$ cat src/rtl/serial_conditional_difference_subtractor_pkg.sv
// Shared sequencing definitions for the conditional-sum adder and subtractor blocks.
// Package name conditional_sum_pkg is common to both sides.
package conditional_sum_pkg;

   typedef enum logic [1:0] {
      IDLE = 2'b00,
      RUN  = 2'b01,
      DONE = 2'b10
   } state_t;

   // Digit counter width: $clog2 of the digit count, never below one bit.
   function automatic int unsigned count_width(input int unsigned n);
      return (n > 1) ? $clog2(n) : 1;
   endfunction

endpackage

$ cat src/rtl/serial_conditional_difference_subtractor_if.sv
// Operand/result handshake bundle for the digit-serial subtractor.
// SUB_OVERFLOW_EN adds the signed overflow flag.
interface serial_conditional_difference_subtractor_if #(parameter int WIDTH = 16);

   logic             in_valid;
   logic             in_ready;
   logic [WIDTH-1:0] a;
   logic [WIDTH-1:0] b;
   logic             borrow_in;
   logic             out_valid;
   logic             out_ready;
   logic [WIDTH-1:0] diff;
   logic             borrow_out;
`ifdef SUB_OVERFLOW_EN
   logic             overflow;

   modport master (output in_valid, a, b, borrow_in, out_ready,
                   input  in_ready, out_valid, diff, borrow_out, overflow);
   modport slave  (input  in_valid, a, b, borrow_in, out_ready,
                   output in_ready, out_valid, diff, borrow_out, overflow);
`else
   modport master (output in_valid, a, b, borrow_in, out_ready,
                   input  in_ready, out_valid, diff, borrow_out);
   modport slave  (input  in_valid, a, b, borrow_in, out_ready,
                   output in_ready, out_valid, diff, borrow_out);
`endif

endinterface

$ cat src/rtl/serial_conditional_difference_subtractor_digit.sv
// Combinational DIGIT-bit cell: both borrow outcomes are formed up front and the
// incoming borrow only steers the final mux.
module conditional_difference_digit #(
   parameter int DIGIT = 4
) (
   input  logic [DIGIT-1:0] a_d,
   input  logic [DIGIT-1:0] b_d,
   input  logic             borrow,
   output logic [DIGIT-1:0] diff_d,
   output logic             borrow_next
);

   logic [DIGIT:0] sum0;
   logic [DIGIT:0] sum1;
   logic [DIGIT:0] sel;

   assign sum0 = {1'b0, a_d} + {1'b0, ~b_d} + (DIGIT+1)'(1);
   assign sum1 = {1'b0, a_d} + {1'b0, ~b_d};

   // A borrow out of the digit is the absence of a carry out of the sum.
   assign sel         = borrow ? sum1 : sum0;
   assign diff_d      = sel[DIGIT-1:0];
   assign borrow_next = ~sel[DIGIT];

endmodule

$ cat src/rtl/serial_conditional_difference_subtractor.sv
// Digit-serial subtractor: diff = a - b - borrow_in, DIGIT bits per cycle, LSB first.
// Define SUB_OVERFLOW_EN to add the signed overflow output.
module serial_conditional_difference_subtractor
   import conditional_sum_pkg::*;
#(
   parameter int WIDTH = 16,
   parameter int DIGIT = 4
) (
   input  logic clk,
   input  logic rst,
   serial_conditional_difference_subtractor_if.slave bus
);

   localparam int unsigned NDIG  = WIDTH / DIGIT;
   localparam int unsigned CNT_W = count_width(NDIG);
   localparam logic [CNT_W-1:0] LAST = CNT_W'(NDIG - 1);

   state_t           state;
   state_t           state_next;
   logic [CNT_W-1:0] count;
   logic [WIDTH-1:0] a_q;
   logic [WIDTH-1:0] b_q;
   logic [WIDTH-1:0] diff_q;
   logic             borrow_q;
   logic [DIGIT-1:0] diff_d;
   logic             borrow_next;
   logic             in_ready_c;
   logic             out_valid_c;
   logic             accept;

   conditional_difference_digit #(.DIGIT(DIGIT)) u_digit (
      .a_d         (a_q[DIGIT-1:0]),
      .b_d         (b_q[DIGIT-1:0]),
      .borrow      (borrow_q),
      .diff_d      (diff_d),
      .borrow_next (borrow_next)
   );

   always_ff @(posedge clk or posedge rst) begin
      if (rst) state <= IDLE;
      else     state <= state_next;
   end

   always_comb begin
      state_next  = state;
      in_ready_c  = 1'b0;
      out_valid_c = 1'b0;
      case (state)
         IDLE: begin
            in_ready_c = 1'b1;
            if (bus.in_valid) state_next = RUN;
         end
         RUN: begin
            if (count == LAST) state_next = DONE;
         end
         DONE: begin
            out_valid_c = 1'b1;
            if (bus.out_ready) state_next = IDLE;
         end
         default: state_next = IDLE;
      endcase
   end

   assign accept = in_ready_c & bus.in_valid;

   // Operands shift down so the active digit is always at bit 0; results enter at the top.
   always_ff @(posedge clk or posedge rst) begin
      if (rst) begin
         count    <= '0;
         a_q      <= '0;
         b_q      <= '0;
         diff_q   <= '0;
         borrow_q <= 1'b0;
      end else if (accept) begin
         count    <= '0;
         a_q      <= bus.a;
         b_q      <= bus.b;
         borrow_q <= bus.borrow_in;
      end else if (state == RUN) begin
         count    <= count + CNT_W'(1);
         a_q      <= a_q >> DIGIT;
         b_q      <= b_q >> DIGIT;
         diff_q   <= (diff_q >> DIGIT) | (WIDTH'(diff_d) << (WIDTH - DIGIT));
         borrow_q <= borrow_next;
      end
   end

`ifdef SUB_OVERFLOW_EN
   logic a_sign;
   logic b_sign;
   logic overflow_q;

   // The last digit's top bit is the result sign, so overflow is settled on the RUN->DONE edge.
   always_ff @(posedge clk or posedge rst) begin
      if (rst) begin
         a_sign     <= 1'b0;
         b_sign     <= 1'b0;
         overflow_q <= 1'b0;
      end else if (accept) begin
         a_sign <= bus.a[WIDTH-1];
         b_sign <= bus.b[WIDTH-1];
      end else if (state == RUN && count == LAST) begin
         overflow_q <= (a_sign != b_sign) && (diff_d[DIGIT-1] != a_sign);
      end
   end

   assign bus.overflow = overflow_q;
`endif

   assign bus.in_ready   = in_ready_c;
   assign bus.out_valid  = out_valid_c;
   assign bus.diff       = diff_q;
   assign bus.borrow_out = borrow_q;

endmodule

$ cat src/flat_wrapper.sv
// flat-port wrapper written by rule: the top's interface ports become plain ports
module serial_conditional_difference_subtractor_flat import conditional_sum_pkg::*;
#(
   parameter int WIDTH = 16,
   parameter int DIGIT = 4
)
  (clk, rst, bus_in_valid, bus_a, bus_b, bus_borrow_in, bus_out_ready, bus_in_ready, bus_out_valid, bus_diff, bus_borrow_out);
  serial_conditional_difference_subtractor_if #(.WIDTH(WIDTH)) bus_i ();
  input  logic clk;
  input  logic rst;
  input wire logic [$bits(bus_i.in_valid)-1:0] bus_in_valid;
  input wire logic [$bits(bus_i.a)-1:0] bus_a;
  input wire logic [$bits(bus_i.b)-1:0] bus_b;
  input wire logic [$bits(bus_i.borrow_in)-1:0] bus_borrow_in;
  input wire logic [$bits(bus_i.out_ready)-1:0] bus_out_ready;
  output wire logic [$bits(bus_i.in_ready)-1:0] bus_in_ready;
  output wire logic [$bits(bus_i.out_valid)-1:0] bus_out_valid;
  output wire logic [$bits(bus_i.diff)-1:0] bus_diff;
  output wire logic [$bits(bus_i.borrow_out)-1:0] bus_borrow_out;
  assign bus_i.in_valid = bus_in_valid;
  assign bus_i.a = bus_a;
  assign bus_i.b = bus_b;
  assign bus_i.borrow_in = bus_borrow_in;
  assign bus_i.out_ready = bus_out_ready;
  assign bus_in_ready = bus_i.in_ready;
  assign bus_out_valid = bus_i.out_valid;
  assign bus_diff = bus_i.diff;
  assign bus_borrow_out = bus_i.borrow_out;
  serial_conditional_difference_subtractor #(.WIDTH(WIDTH), .DIGIT(DIGIT)) u_core (.clk(clk), .rst(rst), .bus(bus_i));
endmodule
$ cat config.mk
export PLATFORM = sky130hd
export DESIGN_NAME = serial_conditional_difference_subtractor_flat
export DESIGN_NICKNAME = d
export VERILOG_FILES = /design/src/rtl/serial_conditional_difference_subtractor_pkg.sv /design/src/rtl/serial_conditional_difference_subtractor_if.sv /design/src/rtl/serial_conditional_difference_subtractor_digit.sv /design/src/rtl/serial_conditional_difference_subtractor.sv /design/src/flat_wrapper.sv
export SDC_FILE = /design/constraint.sdc
export NUM_CORES = 1
export LEC_CHECK = 0
export ABC_AREA = 1
export BUFFER_PORTS_ARGS = -buffer_cell sky130_fd_sc_hd__buf_4
export CORE_ASPECT_RATIO = 1.25
export CORE_UTILIZATION = 57
export CTS_CLUSTER_SIZE = 12
export DETAILED_ROUTE_END_ITERATION = 16
export PLACE_DENSITY = 0.84
export SYNTH_ARGS = -nofsm -noshare
export SYNTH_HDL_FRONTEND = slang
export SYNTH_SLANG_ARGS = --single-unit
$ cat constraint.sdc
create_clock -name clk -period 5.43 [get_ports clk]
set_input_delay 0.2715 -clock clk [delete_from_list [all_inputs] [get_ports clk]]
set_output_delay 0.2715 -clock clk [all_outputs]
set_load 0.02 [all_outputs]
==> run metrics <==
status finished clean; clk slew on worst S/H paths 0.08 ns; routed vias/inst 5.145; Clock Latency Late Sink 0.30 ns; synth top area cells dfrtp_1 54%, nand2_1 14%, o221ai_1 6.4%; die height 75.45 µm; DRT iter0 DRCs 114; Post-Synthesis Cell Area 2460 µm²; # fillers 333; max-cap viol count 0; worst setup path endpoint u_core.a_q[0]; Max clock buf depth 2; Final period util 42.44%; HP Class primary input to flip-flop; vias in the first global route 1901; Initial Utilization 60.01%; worst r2r src u_core.state[0]; wire per inst 11.84 µm; fin area 2943 µm²; ratio of cells with drive above 1 in the final layout 22.29%; post-CTS setup buffers 0; CP Max Fanout 42; clock skew 0.004612 ns; total iterations of the first detailed-routing run 5; WP data required 5.59 ns; Placed Area 2856 µm²; die area 4584 µm²; clk sink count 53; n_diodes 0; grt total ovfl 0; area grow syn2layout 19.63%; final WL 4486 µm; Yosys warnings 0; total CTS buffers 5; register bit total from synthesis 53; reg2reg end u_core.a_q[0]; fin. max-slew vios 0; H-tree levels 2; Pleak 1.524 nW; crit path DAT 2.46 ns; crit path launch u_core.state[0]; Yosys top cell by area dfrtp_1; Setup WS post-layout 3.125 ns; first-pass GRT wire length 7921 µm; GPL Wtd Cong 0.9202; final worst path period need 2.305 ns; initial antenna violation count 0; number of remaining DRC errors 0; sequential fraction of the synthesis area 53.92%; final setup vio count 0; remaining antenna violation count 0; IO Count 56; CTS resizes 0; clk root buf clkbuf_8; routed via count 1950; Slew @ Worst Pin 1.062 ns; share of the synthesized area in the top cell type 53.92%; Worst VDD drop 0.3096 mV; CTS tree yes; Final #Nets 367; final hold vios 0; critical path capture point type flip-flop; maximum clock rate 433.9 MHz; syn_area_per_cell 9.010 µm²; Max transition margin 29.13%; Post-Synthesis Cells 273; number of I/O port buffers 55; DP HPWL 3131 µm; Power Density 640.8 nW/µm²; core area 4099 µm²; largest net degree at the start of global routing 54; RSZ-0062 raised after global routing false; synthesized net count 317; Startpoint Class flip-flop; DIE WIDTH 60.76 µm; R2R Setup Slk 3.13 ns; Setup CP Type flip-flop to flip-flop; Setup WS pre-CTS 3.139 ns; Core Rows 26; Setup TNS Final 0 ns; cells on worst reg2reg path 7; GRT Util Overall 23.33%; hold_buf cts 0; Final Total Pwr 1.886 mW; count of cell types in the netlist 27
## worst min path at each step
stage	slack, ns	to	startpoint	depth (start not counted)
CTS	0.14	u_core.state[1]	bus_out_ready	2
global route	0.14	u_core.state[1]	bus_out_ready	2
global placement	0.46	u_core.bus.diff[1]	u_core.bus.diff[1]	2
floorplan	0.37	u_core.state[1]	bus_out_ready	1
finish	0.15	u_core.state[1]	bus_out_ready	2
detailed placement	0.46	u_core.state[1]	bus_out_ready	2
## logic make-up (layout without fill, tap and decap cells)
group / Yosys count / in the layout / synth area share [%]
XOR/XNOR: 1 / 1 / 0.3561
AND/OR/NAND/NOR: 111 / 111 / 18.31
adder cells (fa/ha/maj): 7 / 7 / 3.866
buffers and inverters: 55 / 105 / 10.27
flip-flops: 53 / 53 / 53.92
AO/OA/AOI/OAI: 46 / 46 / 13.28
## synth_stat cells
cell / n
ha_1: 6
o22ai_1: 1
buf_4: 5
nand2_4: 2
nor2_1: 6
buf_12: 1
dfrtp_1: 53
a21oi_1: 2
nand3_1: 11
buf_2: 4
nand2_1: 90
fa_1: 1
clkbuf_2: 1
o31ai_1: 1
inv_2: 4
inv_1: 38
nor2_2: 2
clkbuf_1: 1
a22o_1: 1
xnor2_1: 1
a21o_1: 1
o211ai_1: 5
o21ai_0: 15
a22oi_1: 1
o221ai_1: 18
inv_6: 1
o21ai_2: 1
## state kept, by name (all words and copies together) (netlist names)
signal                 flops
u_core.a_q                16
u_core.b_q                16
u_core.state               2
u_core.count               2
u_core.bus.diff           16
u_core.bus.borrow_out      1
## power breakdown
part | total, mW | internal [mW] | switching (mW)
clock | 0.217 | 0.101 | 0.116
sequential | 0.676 | 0.583 | 0.0929
combinational | 0.993 | 0.371 | 0.622
total | 1.89 | 1.05 | 0.831
## through the flow
stage	utilization [%]	std cells	hold slack (ns)
floorplan	-	273	0.3664
global placement	69.69	372	0.4561
detailed placement	69.69	372	0.4642
CTS	71.79	379	0.1414
global route	71.79	379	0.1390
finish	71.79	379	0.1477
## worst max-delay path: stages, from the launching register on
cell	delay, ns
dfrtp_1	0.42
inv_2	0.05
nor2_2	0.55
inv_2	0.49
nand2_4	0.42
inv_6	0.07
nand2_1	0.07
o211ai_1	0.08
## per-layer routing
layer / share of wire [%] / wire (µm) / GRT usage (%)
met2: 51 / 2267 / 39.07
met5: 0 / 0 / 0
met1: 43 / 1941 / 28.49
met4: 1.8 / 80 / 11.36
met3: 4.4 / 197 / 5.093
## layout make-up
type	count	area (µm²)	area share, %
Sequential cell	53	1326	45.07
Clock buffer	7	86.33	2.934
Tap cell	56	70.07	2.381
Inverter	43	166.4	5.655
Multi-Input combinational cell	165	880.8	29.93
Timing Repair Buffer	55	412.9	14.03
## placed cells by master (no fill, tap or decap), drive strengths merged, types with 6 or more instances in the layout
cell / count
nor2: 8
buf: 55
inv: 43
clkbuf: 7
ha: 6
dfrtp: 53
o221ai: 18
o21ai: 16
nand3: 11
nand2: 92
Note: power is estimated with default switching activity, not from simulation.
